$ cat src/rtl/sign_extend_pipe.sv
// rtl/sign_extend_pipe.sv - registered sign/zero extender with valid/ready handshake and 2-entry skid buffer
// Main register M drives the outputs; skid register S absorbs one beat while downstream stalls.
module sign_extend_pipe #(
   parameter int IN_W  = 3,
   parameter int OUT_W = 8
) (
   input  logic             clk,
   input  logic             rst_n,
   input  logic             flush,
   input  logic             in_valid,
   output logic             in_ready,
   input  logic [IN_W-1:0]  data_in,
   input  logic [1:0]       mode,
   output logic             out_valid,
   input  logic             out_ready,
   output logic [OUT_W-1:0] data_out,
   output logic             out_err
);

   typedef enum logic [1:0] {
      EMPTY = 2'd0,
      ONE   = 2'd1,
      FULL  = 2'd2
   } state_t;

   state_t           state_q, state_d;
   logic [OUT_W-1:0] m_data_q, m_data_d;
   logic [OUT_W-1:0] s_data_q, s_data_d;
   logic             m_err_q, m_err_d;
   logic             s_err_q, s_err_d;
   logic [OUT_W-1:0] sext;
   logic [OUT_W-1:0] ext_data;
   logic             ext_err;
   logic             accept;
   logic             xfer;

   always_comb begin
      sext     = {{(OUT_W-IN_W){data_in[IN_W-1]}}, data_in};
      ext_data = '0;
      ext_err  = 1'b0;
      case (mode)
         2'b00:   ext_data = {{(OUT_W-IN_W){1'b0}}, data_in};
         2'b01:   ext_data = sext;
         2'b10:   ext_data = {sext[OUT_W-2:0], 1'b0};
         default: ext_err  = 1'b1;
      endcase
   end

   // in_ready comes straight from the state register, so it never sees out_ready.
   assign in_ready  = (state_q != FULL);
   assign out_valid = (state_q != EMPTY);
   assign data_out  = m_data_q;
   assign out_err   = m_err_q;
   assign accept    = in_valid && in_ready;
   assign xfer      = out_valid && out_ready;

   always_comb begin
      state_d  = state_q;
      m_data_d = m_data_q;
      m_err_d  = m_err_q;
      s_data_d = s_data_q;
      s_err_d  = s_err_q;
      if (flush) begin
         state_d = EMPTY;
      end else begin
         case (state_q)
            EMPTY: begin
               if (accept) begin
                  m_data_d = ext_data;
                  m_err_d  = ext_err;
                  state_d  = ONE;
               end
            end
            ONE: begin
               if (accept && xfer) begin
                  m_data_d = ext_data;
                  m_err_d  = ext_err;
               end else if (xfer) begin
                  state_d = EMPTY;
               end else if (accept) begin
                  s_data_d = ext_data;
                  s_err_d  = ext_err;
                  state_d  = FULL;
               end
            end
            FULL: begin
               if (xfer) begin
                  m_data_d = s_data_q;
                  m_err_d  = s_err_q;
                  state_d  = ONE;
               end
            end
            default: state_d = EMPTY;
         endcase
      end
   end

   always_ff @(posedge clk or negedge rst_n) begin
      if (!rst_n) begin
         state_q  <= EMPTY;
         m_data_q <= '0;
         m_err_q  <= 1'b0;
         s_data_q <= '0;
         s_err_q  <= 1'b0;
      end else begin
         state_q  <= state_d;
         m_data_q <= m_data_d;
         m_err_q  <= m_err_d;
         s_data_q <= s_data_d;
         s_err_q  <= s_err_d;
      end
   end

endmodule

$ cat config.mk
export PLATFORM = sky130hd
export DESIGN_NAME = sign_extend_pipe
export DESIGN_NICKNAME = d
export VERILOG_FILES = /design/src/rtl/sign_extend_pipe.sv
export SDC_FILE = /design/constraint.sdc
export NUM_CORES = 1
export LEC_CHECK = 0
export ABC_CLOCK_PERIOD_IN_PS = 1500
export BUFFER_PORTS_ARGS = -buffer_cell sky130_fd_sc_hd__buf_2
export CORE_UTILIZATION = 48
export CTS_BUF_LIST = sky130_fd_sc_hd__clkbuf_4
export DETAILED_ROUTE_END_ITERATION = 10
export PLACE_DENSITY = 0.85
export RECOVER_POWER = 25
export REMOVE_ABC_BUFFERS = 1
export SLEW_MARGIN = 20
export SYNTH_ARGS = -nofsm -noshare
export SYNTH_HDL_FRONTEND = slang
export SYNTH_SLANG_ARGS = --single-unit
$ cat constraint.sdc
create_clock -name clk -period 1.5 [get_ports clk]
set_input_delay 0.225 -clock clk [delete_from_list [all_inputs] [get_ports clk]]
set_output_delay 0.225 -clock clk [all_outputs]
set_load 0.02 [all_outputs]
# After elaboration in Yosys (flattened, before gate mapping)
# Cells that the tools add are included.
[totals] register_bits=20 wordCells=48
[classes] n_reduce_logical=11 n_eq_ne=12 n_bitwise=3 n_mux=17
[ops] operator="$pmux 8 s3" count=2
[ops] operator="$mux 8" count=3
[ops] operator="$mux 2" count=6
[ops] operator="$reduce_and 5->1" count=2
[ops] operator="$ne 3x3->1 const B" count=3
[ops] operator="$ne 2x2->1 const B" count=4
[ops] operator="$pmux 2 s3" count=1
[ops] operator="$eq 2x1->1 const B" count=2
[ops] operator="$eq 2x2->1 const B" count=2
[ops] operator="$logic_not 2->1" count=2
[ops] operator="$mux 1" count=4
[ops] operator="$ne 4x4->1 const B" count=1
[ops] operator="$reduce_and 4->1" count=1
[ops] operator="$logic_and 1x1->1" count=3
[ops] operator="$not 1->1" count=3
[ops] operator="$pmux 1 s3" count=1
[ops] operator="$reduce_bool 3->1" count=1
[ops] operator="$reduce_or 3->1" count=1
[ops] operator="$reduce_bool 2->1" count=1

# Logic depth before layout (Yosys ltp)
# Gate-level depths: netlist (run 1).
[depth] depth_word=7 ltp_mapped=5 depth_no_buf=4

# Worst setup path after synthesis (run 1)
# Ideal clock, no wire load.
[synth_timing] path_kind="register to register" startpoint="register state_q[1]" endpoint="register m_data_q[0] (netlist: data_out[0])" setup_slack_ps=114 stages_incl_launch_ff=5 setup_time_ps=125 period_less_slack_ps=1386 arrival_ps=1261 path_buffers=0 cell_sequence="dfrtp_1 > and2b_4 > nand2b_2 > a21oi_4 > mux2_4"
[synth_between] elab_chain_cells=5 word_cells_on_any_way=14 classes_between="eq/ne: 6; mux: 1; reduce/logical: 7"
[synth_lines] element="from (decl)" line="26" source="state_t state_q, state_d;"
[synth_lines] element="from (signal assigned)" line="106" source="state_q <= state_d;"
[synth_lines] element="$ne 2x2->1 / $reduce_bool 2->1 (equally long branches)" line="50, 51"
[synth_lines] element="$logic_and 1x1->1 (on tied branches)" line="54, 55"
[synth_lines] element="$logic_and 1x1->1" line="75" source="if (accept && xfer) begin"
[synth_lines] element="$ne 2x2->1 (no line)"
[synth_lines] element="$reduce_and 5->1 (no line)"
[synth_lines] element="to (signal assigned)" line="107" source="m_data_q <= m_data_d;"
[synth_lines] element="to (decl)" line="27" source="logic [OUT_W-1:0] m_data_q, m_data_d;"
# Several ways; a longest one is shown, not always the timed one.
# A chain may end at the register's enable or synchronous reset.

# Final worst setup path (run 1)
[layout_timing] startpoint="register state_q[1]" endpoint="register m_data_q[2] (netlist: data_out[2])"
# Same word-level chain as after synthesis.

==> results of run 1 <==
[worst reg2reg max path: stages (launching register included)]
cell	delay, ns
dfrtp_1	0.41
and2b_4	0.30
o21ai_4	0.07
a21oi_4	0.27
mux2_4	0.33
[layout make-up]
type	count	area share, %
timing repair buffer	24	18.0
inverter	1	0.457
sequential	12	36.7
multi-input combinational	48	39.9
clock buffer	3	2.74
tap	14	2.13
[kinds of logic after synthesis]
| kind of cell | after synthesis | share of synthesized area, % |
|---|---|---|
| compound gates | 17 | 15.7 |
| buf+inv | 6 | 5.93 |
| flops | 12 | 45.9 |
| mux | 6 | 13.0 |
| simple gates | 25 | 19.5 |
[cell usage in the layout, fill, tap and decap left out, types with 3 or more instances in the layout]
cell type	n
a21oi_1	3
mux2_4	5
clkbuf_4	3
buf_2	19
dfrtp_1	11
nor2_1	3
nor2b_1	4
o21ai_0	11
nand2_1	11
[timing repair]
action                                  in CTS  in global routing
hold endpoints to repair                    12                  0
setup buffers                                0                  2
hold buffers                                 1                  0
endpoints found under the setup margin       0                  6
gates resized for setup                      0                  4
[stage by stage]
| stage | utilization, % | setup slack, ns | total power [mW] | area, um^2 |
|---|---|---|---|---|
| floorplan | - | -0.0409 | 0.573 | 619 |
| global placement | 62.8 | 0.0867 | 0.652 | 744 |
| detailed placement | 62.8 | 0.0438 | 0.663 | 744 |
| CTS | 65.5 | 0.0128 | 0.858 | 777 |
| global route | 69.2 | -0.0384 | 0.922 | 821 |
| finish | 69.2 | 0.0165 | 0.861 | 821 |
[registers in the layout (all words and copies together), names as in the netlist]
name      cells
state_q       2
data_out      4
out_err       1
s_data_q      4
s_err_q       1
[metal layers]
| metal | part of all wire, % | vias up |
|---|---|---|
| met5 | 0 | - |
| met4 | 1.2 | 0 |
| met3 | 2.9 | 5 |
| met2 | 49 | 14 |
| met1 | 47 | 230 |
| li1 | - | 262 |
[power breakdown]
group	switching [mW]	internal (mW)
sequential	0.0363	0.378
combinational	0.139	0.115
clock	0.100	0.0928
[final timing paths]
kind                             start  depth (start not counted)  slack [ns]          end
min reg2reg                s_data_q[1]                          2        0.48  s_data_q[1]
max reg2reg                 state_q[1]                          4        0.02  data_out[2]
max in group asynchronous        rst_n                          2        0.56   state_q[0]
min                              flush                          2        0.18   state_q[0]
min in group asynchronous        rst_n                          2        0.48  data_out[1]
max                         state_q[1]                          4        0.02  data_out[2]
==> summary.md, run 1 <==
| Metric | Value |
|---|---|
| Clock tree sinks | `12` |
| HPWL after detailed placement | `923 um` |
| Clock transition at the registers of the reported paths | `around 0.070 ns` |
| Overflow left after global routing | `0` |
| Post-synth EDFFs | `0` |
| FP Rows | `12` |
| Post-synthesis sequential area ratio | `45.9%` |
| CP max-delay cell | `dfrtp_1` |
| Worst slew pin tran | `0.637 ns` |
| Yosys top cell area share | `45.9%` |
| H-tree depth | `1` |
| Worst Hold Slack | `0.178 ns` |
| Inserted Clock Buffers | `3` |
| Port Buf Inserts | `20` |
| Most common cell in the netlist | `dfrtp_1` |
| Top cell family by delay on the critical path | `flip-flops` |
| Final setup viols | `0` |
| Hold Violations, Final | `0` |
| Grt met2 use | `28.7%` |
| Number of DRC markers in iteration 0 | `7` |
| Synth Flop Type | `dfrtp_1` |
| Drt drc | `0` |
| Peak VDD IR | `0.513 mV` |
| Largest net degree at the start of global routing | `13` |
| Clock root buffer master | `clkbuf_4` |
| First drt pass iteration count | `2` |
| CTS tree | `built` |
| Period utilisation layout | `98.9%` |
| Worst setup SP type | `flip-flop` |
| Max-Cap Viols | `0` |
| Initial antenna violation count | `0` |
| Outcome | `completed` |
| Aggregate routed wire length | `1280 um` |
| DIE HEIGHT | `38.9 um` |
| Buf/Inv on CP | `0` |
| Filler cell count | `96` |
| Area growth, synth to finish | `25.4%` |
| Via count | `511` |
| Cell area after synthesis | `654 um^2` |
| GR Layer Usage met3 | `around 5.2%` |
| Worst Skew | `between 0.003 and 0.004 ns` |
| ANT nets after route | `0` |
| Worst path max stage delay | `0.41 ns` |
| DR WL/cell | `12.5 um` |
| Clock Latency Late Sink | `0.27 ns` |
| WP data required | `~1.7 ns` |
| Post-synthesis cell count | `66` |
| Met1 Use GR | `about a quarter` |
| Largest cells by area after synthesis | `dfrtp_1 46%, mux2_4 11%, o21ai_0 8.4%, nand2_1 6.3%, buf_4 4.6%` |
| F_max | `674 MHz` |
| DP Cell Count | `96` |
| Ant. Diodes | `0` |
| I/O pin cnt | `21` |
| Fin crit period | `1.48 ns` |
| Reg area | `302 um^2` |
| Fin nets | `100` |
| Crit Path Class | `reg2reg` |
| Vias per inst | `5.01` |
| Share of flip-flops with an asynchronous set or reset | `between 90% and 100%` |
| First-pass GRT wire length | `1920 um` |
| Number of global-route vias before repair | `440` |
| Starting Density | `55.2%` |
| RSZ-0062 raised after global routing | `yes` |
| Yosys reg bits | `12` |
| Total leakage power | `0.390 nW` |
| Total Routing Usage GR | `between 10% and 20%` |
| Avg Inst Size Synth | `9.91 um^2` |
| Critical Path Sink Type | `flip-flop` |
| Most frequent cells after synthesis | `12 x dfrtp_1, 11 x nand2_1, 11 x o21ai_0` |
| Placer Congestion | `0.765` |
| Hold WC Path Type | `in2reg` |
| Core ar. | `1190 um^2` |
| Pwr/cell area | `1050 nW/um^2` |
| CTS Buffer Depth | `2` |
| Worst EP arrival | `1.64 ns` |
| Biggest area consumer among synthesized cells | `dfrtp_1` |
| Post-route setup TNS | `0 ns` |
| Netlist cell types | `21` |
| Final Slew Violations | `0` |
| Worst path cell trace | `and2b_4 > o21ai_4 > a21oi_4 > mux2_4` |
| Die Area | `1510 um^2` |
| Final non-filler cell total | `102` |
| Most Crowded Layer GR | `met2` |
| Share of cells above drive strength 1 | `42.0%` |
| Max FO, Critical Path | `5` |
| Max_slew headroom | `57.6%` |
| Die width | `slightly below 40 um` |
| Multi-input logic area | `between 300 and 400 um^2` |
| Warnings from Yosys | `0` |
(Power assumes the default switching activity.)
==> run 2, diff against run 1 <==
--- a/config.mk
+++ b/config.mk
@@ -5,14 +5,16 @@
 export SDC_FILE = /design/constraint.sdc
 export NUM_CORES = 1
 export LEC_CHECK = 0
+export ABC_AREA = 1
 export ABC_CLOCK_PERIOD_IN_PS = 1500
 export BUFFER_PORTS_ARGS = -buffer_cell sky130_fd_sc_hd__buf_2
 export CORE_UTILIZATION = 48
 export CTS_BUF_LIST = sky130_fd_sc_hd__clkbuf_4
 export DETAILED_ROUTE_END_ITERATION = 10
-export PLACE_DENSITY = 0.85
-export RECOVER_POWER = 25
+export PLACE_DENSITY = 0.83
+export RECOVER_POWER = 50
 export REMOVE_ABC_BUFFERS = 1
+export SKIP_LAST_GASP = 1
 export SLEW_MARGIN = 20
 export SYNTH_ARGS = -nofsm -noshare
 export SYNTH_HDL_FRONTEND = slang
==> run 2 against run 1 <==
Utilization fell by 9.7 points; synthesized area rose by 17%; sequential share of layout area fell by 3.1 points; total power rose by 24%; first-iteration DRC count rose to 3.9 times the previous value; count of clock-buffer cells in the layout did not move; worst setup slack improved by 0.11 ns; critical endpoint is now in_ready; largest power group unchanged.
==> summary.md, run 2 <==
| Metric | Value |
|---|---|
| Outcome | `completed` |
| Clock root buffer master | `clkbuf_4` |
| Most frequent cells after synthesis | `61 x nand2_1, 12 x dfrtp_1, 12 x inv_1` |
| FP Rows | `14` |
| CTS tree | `built` |
| Final Slew Violations | `0` |
| RSZ-0062 raised after global routing | `no` |
| Yosys top cell area share | `39.1%` |
| F_max | `726 MHz` |
| Largest cells by area after synthesis | `dfrtp_1 39%, nand2_1 30%, inv_1 5.9%, nand3_1 5.2%, buf_4 4.9%` |
| Pwr/cell area | `1200 nW/um^2` |
| Post-synthesis sequential area ratio | `39.1%` |
| HPWL after detailed placement | `1180 um` |
| Worst EP arrival | `1.15 ns` |
| Post-route setup TNS | `0 ns` |
| Port Buf Inserts | `20` |
| Adder-cell area share of the yosys netlist | `0%` |
| Initial antenna violation count | `0` |
| Netlist cell types | `14` |
| Vias per inst | `4.84` |
| H-tree depth | `1` |
| Number of global-route vias before repair | `684` |
| Via count | `760` |
| Synth Flop Type | `dfrtp_1` |
| Hold WC Path Type | `in2reg` |
| Simple-gate share of the synthesized area | `44.5%` |
| Number of DRC markers in iteration 0 | `27` |
| Synth Area in Compound Gates | `3.26%` |
| Clock tree sinks | `12` |
| DP Area | `851 um^2` |
| Share of cells above drive strength 1 | `22.7%` |
| Core ar. | `about 1500 um^2` |
| Cell area after synthesis | `768 um^2` |
| Inserted Clock Buffers | `3` |
| Fin util | `roughly three fifths` |
| Most common cell in the netlist | `nand2_1` |
| Peak VDD IR | `0.466 mV` |
| Final non-filler cell total | `about 160` |
| CTS Buffer Depth | `2` |
| Aggregate routed wire length | `1530 um` |
| Yosys reg bits | `12` |
| Worst Hold Slack | `0.272 ns` |
| Post-synthesis cell count | `119` |
| Clock transition at the registers of the reported paths | `0.08 ns` |
| Period utilisation layout | `about nine tenths` |
| First drt pass iteration count | `4` |
| Worst setup SP type | `flip-flop` |
| Max_slew headroom | `57.5%` |
| Xor-xnor portion of the synthesized cell area | `0%` |
| I/O pin cnt | `21` |
| Tot Pwr | `1.07 mW` |
| DR WL/cell | `9.74 um` |
| Largest net degree at the start of global routing | `13` |
| Filler cell count | `152` |
| Final WS setup | `about 0.12 ns` |
| Final setup viols | `0` |
| Most frequent cells in the layout | `61 x nand2_1, 14 x buf_2, 12 x inv_1, 11 x dfrtp_1, 8 x nand3_1` |
| Worst slew pin tran | `0.637 ns` |
| Final instance area | `896 um^2` |
| Crit Path Class | `reg2out` |
| Max FO, Critical Path | `6` |
| Total Routing Usage GR | `20.8%` |
| Max-Cap Viols | `0` |
| Avg Inst Size Synth | `6.46 um^2` |
| DP Cell Count | `150` |
| Commonest non-fill, non-tap cell in the layout | `nand2_1` |
| ANT nets after route | `0` |
| Die Area | `1760 um^2` |
| Die width | `between 40 and 50 um` |
| WP data required | `1.27 ns` |
| Overflow left after global routing | `0` |
| Pre-CTS WS | `0.251 ns` |
| Largest family of logic cells by synthesized area | `simple AND/OR/NAND/NOR gates` |
| Drt drc | `0` |
| Total leakage power | `~0.56 nW` |
| Fin nets | `between 150 and 200` |
| Warnings from Yosys | `0` |
| Worst Skew | `0.00256 ns` |
| Post-synth EDFFs | `0` |
| Fin crit period | `1.38 ns` |
| Post-synthesis mux area share | `0%` |
| Critical Path Sink Type | `output pin` |
| Area growth, synth to finish | `16.6%` |
| DIE HEIGHT | `42.0 um` |
| Clock Latency Late Sink | `0.27 ns` |
| Hold Violations, Final | `0` |
| First-pass GRT wire length | `2710 um` |
| Starting Density | `51.0%` |
| Share of flip-flops with an asynchronous set or reset | `100%` |
| Biggest area consumer among synthesized cells | `dfrtp_1` |
| Ant. Diodes | `0` |
| Placer Congestion | `0.825` |
## run 2: layout make-up
class	instances	area [um^2]	area share [%]
clock buffers	3	22.5	2.51
clock inverters	1	3.75	0.419
inverters	17	63.8	7.12
multi-input cells	85	367	40.9
flip-flops and latches	12	302	33.7
well taps	16	20.0	2.23
repair buffers	23	118	13.1
## run 2: timing repair
action                                 4_1_cts  5_1_grt
endpoints found under the hold margin       12        0
buffers inserted                             0        2
setup endpoints to repair                    1        1
resized for setup                            1        0
hold buffers                                 1        0
## run 2: cell families (layout without fill, tap and decap cells)
kind of cell    after synthesis  after routing
simple gates                 80             80
buf+inv                      22             44
flops                        12             12
compound gates                5              5
## run 2: path summary, 6_finish.rpt
kind,from,to,slack [ns],cells past startpoint
max,state_q[0],in_ready,0.12,3
min,mode[0],s_data_q[6],0.27,4
max reg2reg,state_q[1],s_data_q[1],0.28,7
min reg2reg,out_err,out_err,0.47,2
max in group asynchronous,rst_n,state_q[0],0.56,2
min in group asynchronous,rst_n,data_out[2],0.49,2
## run 2: worst max-delay path, stage by stage (launching register included)
cell and delay [ns]:
dfrtp_2 0.45, inv_2 0.09, nand2_1 0.14, buf_2 0.21
## run 2: layer usage
metal / vias to the layer above / part of all wire, % / routed length (um) / track usage (%)
met1: 334 / 44 / 680 / 25.1
met3: 2 / 6.5 / 99 / 5.17
met4: 0 / 0.92 / 14 / 11.6
li1: 394 / - / - / -
met5: - / 0 / 0 / 0
met2: 30 / 48 / 734 / 33.8
## run 2: power by group
part / internal [mW] / switching [mW]
Clock: 0.0961 / 0.106
Sequential: 0.407 / 0.0570
Combinational: 0.136 / 0.269
==> run 3, diff against run 2 <==
--- a/config.mk
+++ b/config.mk
@@ -14,6 +14,7 @@
 export PLACE_DENSITY = 0.83
 export RECOVER_POWER = 50
 export REMOVE_ABC_BUFFERS = 1
+export SETUP_SLACK_MARGIN = 0.5
 export SKIP_LAST_GASP = 1
 export SLEW_MARGIN = 20
 export SYNTH_ARGS = -nofsm -noshare
==> run 3 against run 2 <==
Fmax is 7.4% higher; sequential power up 3%; clock power rose by 9%; hold slack got worse by 0.024 ns; routed wire length up 47%; largest cell class unchanged; global-route usage rose by 4.8 points; worst setup slack gained 0.095 ns; combinational power is 49% higher; clock skew hardly changed; total power is 22% higher.
==> summary.md, run 3 (synthesis results as in run 2) <==
| Metric | Value |
|---|---|
| Pwr/cell area | `1200 nW/um^2` |
| Vias per inst | `roughly 5.2` |
| Worst EP arrival | `1.06 ns` |
| Hold Violations, Final | `0` |
| Buf/Inv on CP | `2` |
| First drt pass iteration count | `4` |
| Clock tree sinks | `12` |
| Final non-filler cell total | `between 150 and 200` |
| DIE HEIGHT | `about 42 um` |
| CP max-delay cell | `dfrtp_2` |
| Final instance area | `1090 um^2` |
| Die width | `roughly 42 um` |
| DP Area | `approximately 850 um^2` |
| CTS tree | `built` |
| Critical Path Sink Type | `output pin` |
| Top cell family by delay on the critical path | `flip-flops` |
| Clock Latency Late Sink | `about 0.29 ns` |
| Worst path cell trace | `inv_4 > nand2_2 > buf_6` |
| Core ar. | `1510 um^2` |
| Drt drc | `0` |
| Port Buf Inserts | `20` |
| Number of DRC markers in iteration 0 | `29` |
| Post-route setup TNS | `0 ns` |
| Max_slew headroom | `54.2%` |
| Final Slew Violations | `0` |
| Initial antenna violation count | `0` |
| Worst setup SP type | `flip-flop` |
| First-pass GRT wire length | `3330 um` |
| Total leakage power | `0.644 nW` |
| Overflow left after global routing | `0` |
| Worst path max stage delay | `0.47 ns` |
| ANT nets after route | `0` |
| Most frequent cells in the layout | `56 x nand2_1, 12 x inv_1, 10 x dfrtp_1, 10 x buf_6, 9 x buf_4` |
| Fin crit period | `1.28 ns` |
| Fin util | `72.3%` |
| Max FO, Critical Path | `5` |
| Crit Path Class | `reg2out` |
| Clock transition at the registers of the reported paths | `0.08 ns` |
| Total Routing Usage GR | `25.6%` |
| HPWL after detailed placement | `roughly 1200 um` |
| H-tree depth | `1` |
| I/O pin cnt | `21` |
| Reg area | `303 um^2` |
| Share of cells above drive strength 1 | `33.8%` |
| Peak VDD IR | `0.552 mV` |
| Final setup viols | `0` |
| Largest net degree at the start of global routing | `13` |
| WP data required | `~1.3 ns` |
| Starting Density | `51.0%` |
| Final WS setup | `between 0.2 and 0.25 ns` |
| Clock root buffer master | `clkbuf_4` |
| Placer Congestion | `0.825` |
| Commonest non-fill, non-tap cell in the layout | `nand2_1` |
| RSZ-0062 raised after global routing | `yes` |
| Inserted Clock Buffers | `3` |
| Pre-CTS WS | `between 0.2 and 0.3 ns` |
| Worst slew pin tran | `0.687 ns` |
| Outcome | `completed` |
| DR WL/cell | `13.5 um` |
| Worst Hold Slack | `0.249 ns` |
| Ant. Diodes | `0` |
| Worst Skew | `0.00299 ns` |
| Aggregate routed wire length | `2250 um` |
| F_max | `approximately 780 MHz` |
| FP Rows | `14` |
| Via count | `roughly 870` |
| Area growth, synth to finish | `41.7%` |
| Filler cell count | `106` |
| Tot Pwr | `approximately 1.3 mW` |
| Multi-input logic area | `419 um^2` |
| Max-Cap Viols | `0` |
| Number of global-route vias before repair | `810` |
| Fin nets | `162` |
| Hold WC Path Type | `in2reg` |
| Die Area | `1760 um^2` |
| CTS Buffer Depth | `2` |
| Period utilisation layout | `85.5%` |
| DP Cell Count | `150` |
## run 3: cell types whose count changed in the layout (fill, tap and decap cells not counted), sizes merged
| cell | change |
|---|---|
| clkbuf | -1 |
| buf | +11 |
## run 3: what timing repair did
action	in CTS	in global routing
endpoints found under the setup margin	23	23
endpoints found under the hold margin	12	0
setup buffers	9	3
pin swaps	1	5
hold buffers	1	0
resized for setup	34	10
## run 3: path summary, 6_finish.rpt
check                            startpoint           to  slack, ns  cells past startpoint
worst max-delay path             state_q[1]    out_valid       0.22                      3
worst min-delay path                mode[0]  s_data_q[6]       0.25                      4
worst max register to register   state_q[1]      out_err       0.22                      7
min in group asynchronous             rst_n  data_out[6]       0.49                      2
max in group asynchronous             rst_n   state_q[0]       0.53                      2
worst min register to register  s_data_q[2]  s_data_q[2]       0.50                      2
## run 3: report_power, final
part / internal [mW] / total (mW) / switching (mW) / leakage (nW)
clock network: 0.0970 / 0.221 / 0.124 / 0.0154
registers: 0.407 / 0.479 / 0.0720 / 0.153
logic: 0.266 / 0.605 / 0.339 / 0.476
total: 0.770 / 1.30 / 0.535 / 0.644
## run 3: worst reg2reg max path, cell delays in order (launching register included)
cell	delay (ns)
dfrtp_2	0.47
buf_6	0.15
nand2_1	0.10
nand3_2	0.09
nor2_4	0.16
nand2_4	0.08
nand2_2	0.06
nand2_1	0.06
## run 3: area by class of cell
type / count / share of cell area, %
Tap cell: 16 / 1.84
Multi-Input combinational cell: 85 / 38.5
Clock inverter: 1 / 0.345
Inverter: 17 / 6.55
Clock buffer: 3 / 2.07
Timing Repair Buffer: 33 / 22.9
Sequential cell: 12 / 27.8
## run 3: metal layers
layer	track usage, %	routed length [um]
met5	0	0
met4	14.2	87
met3	5.60	128
met2	43.8	1160
met1	29.3	874
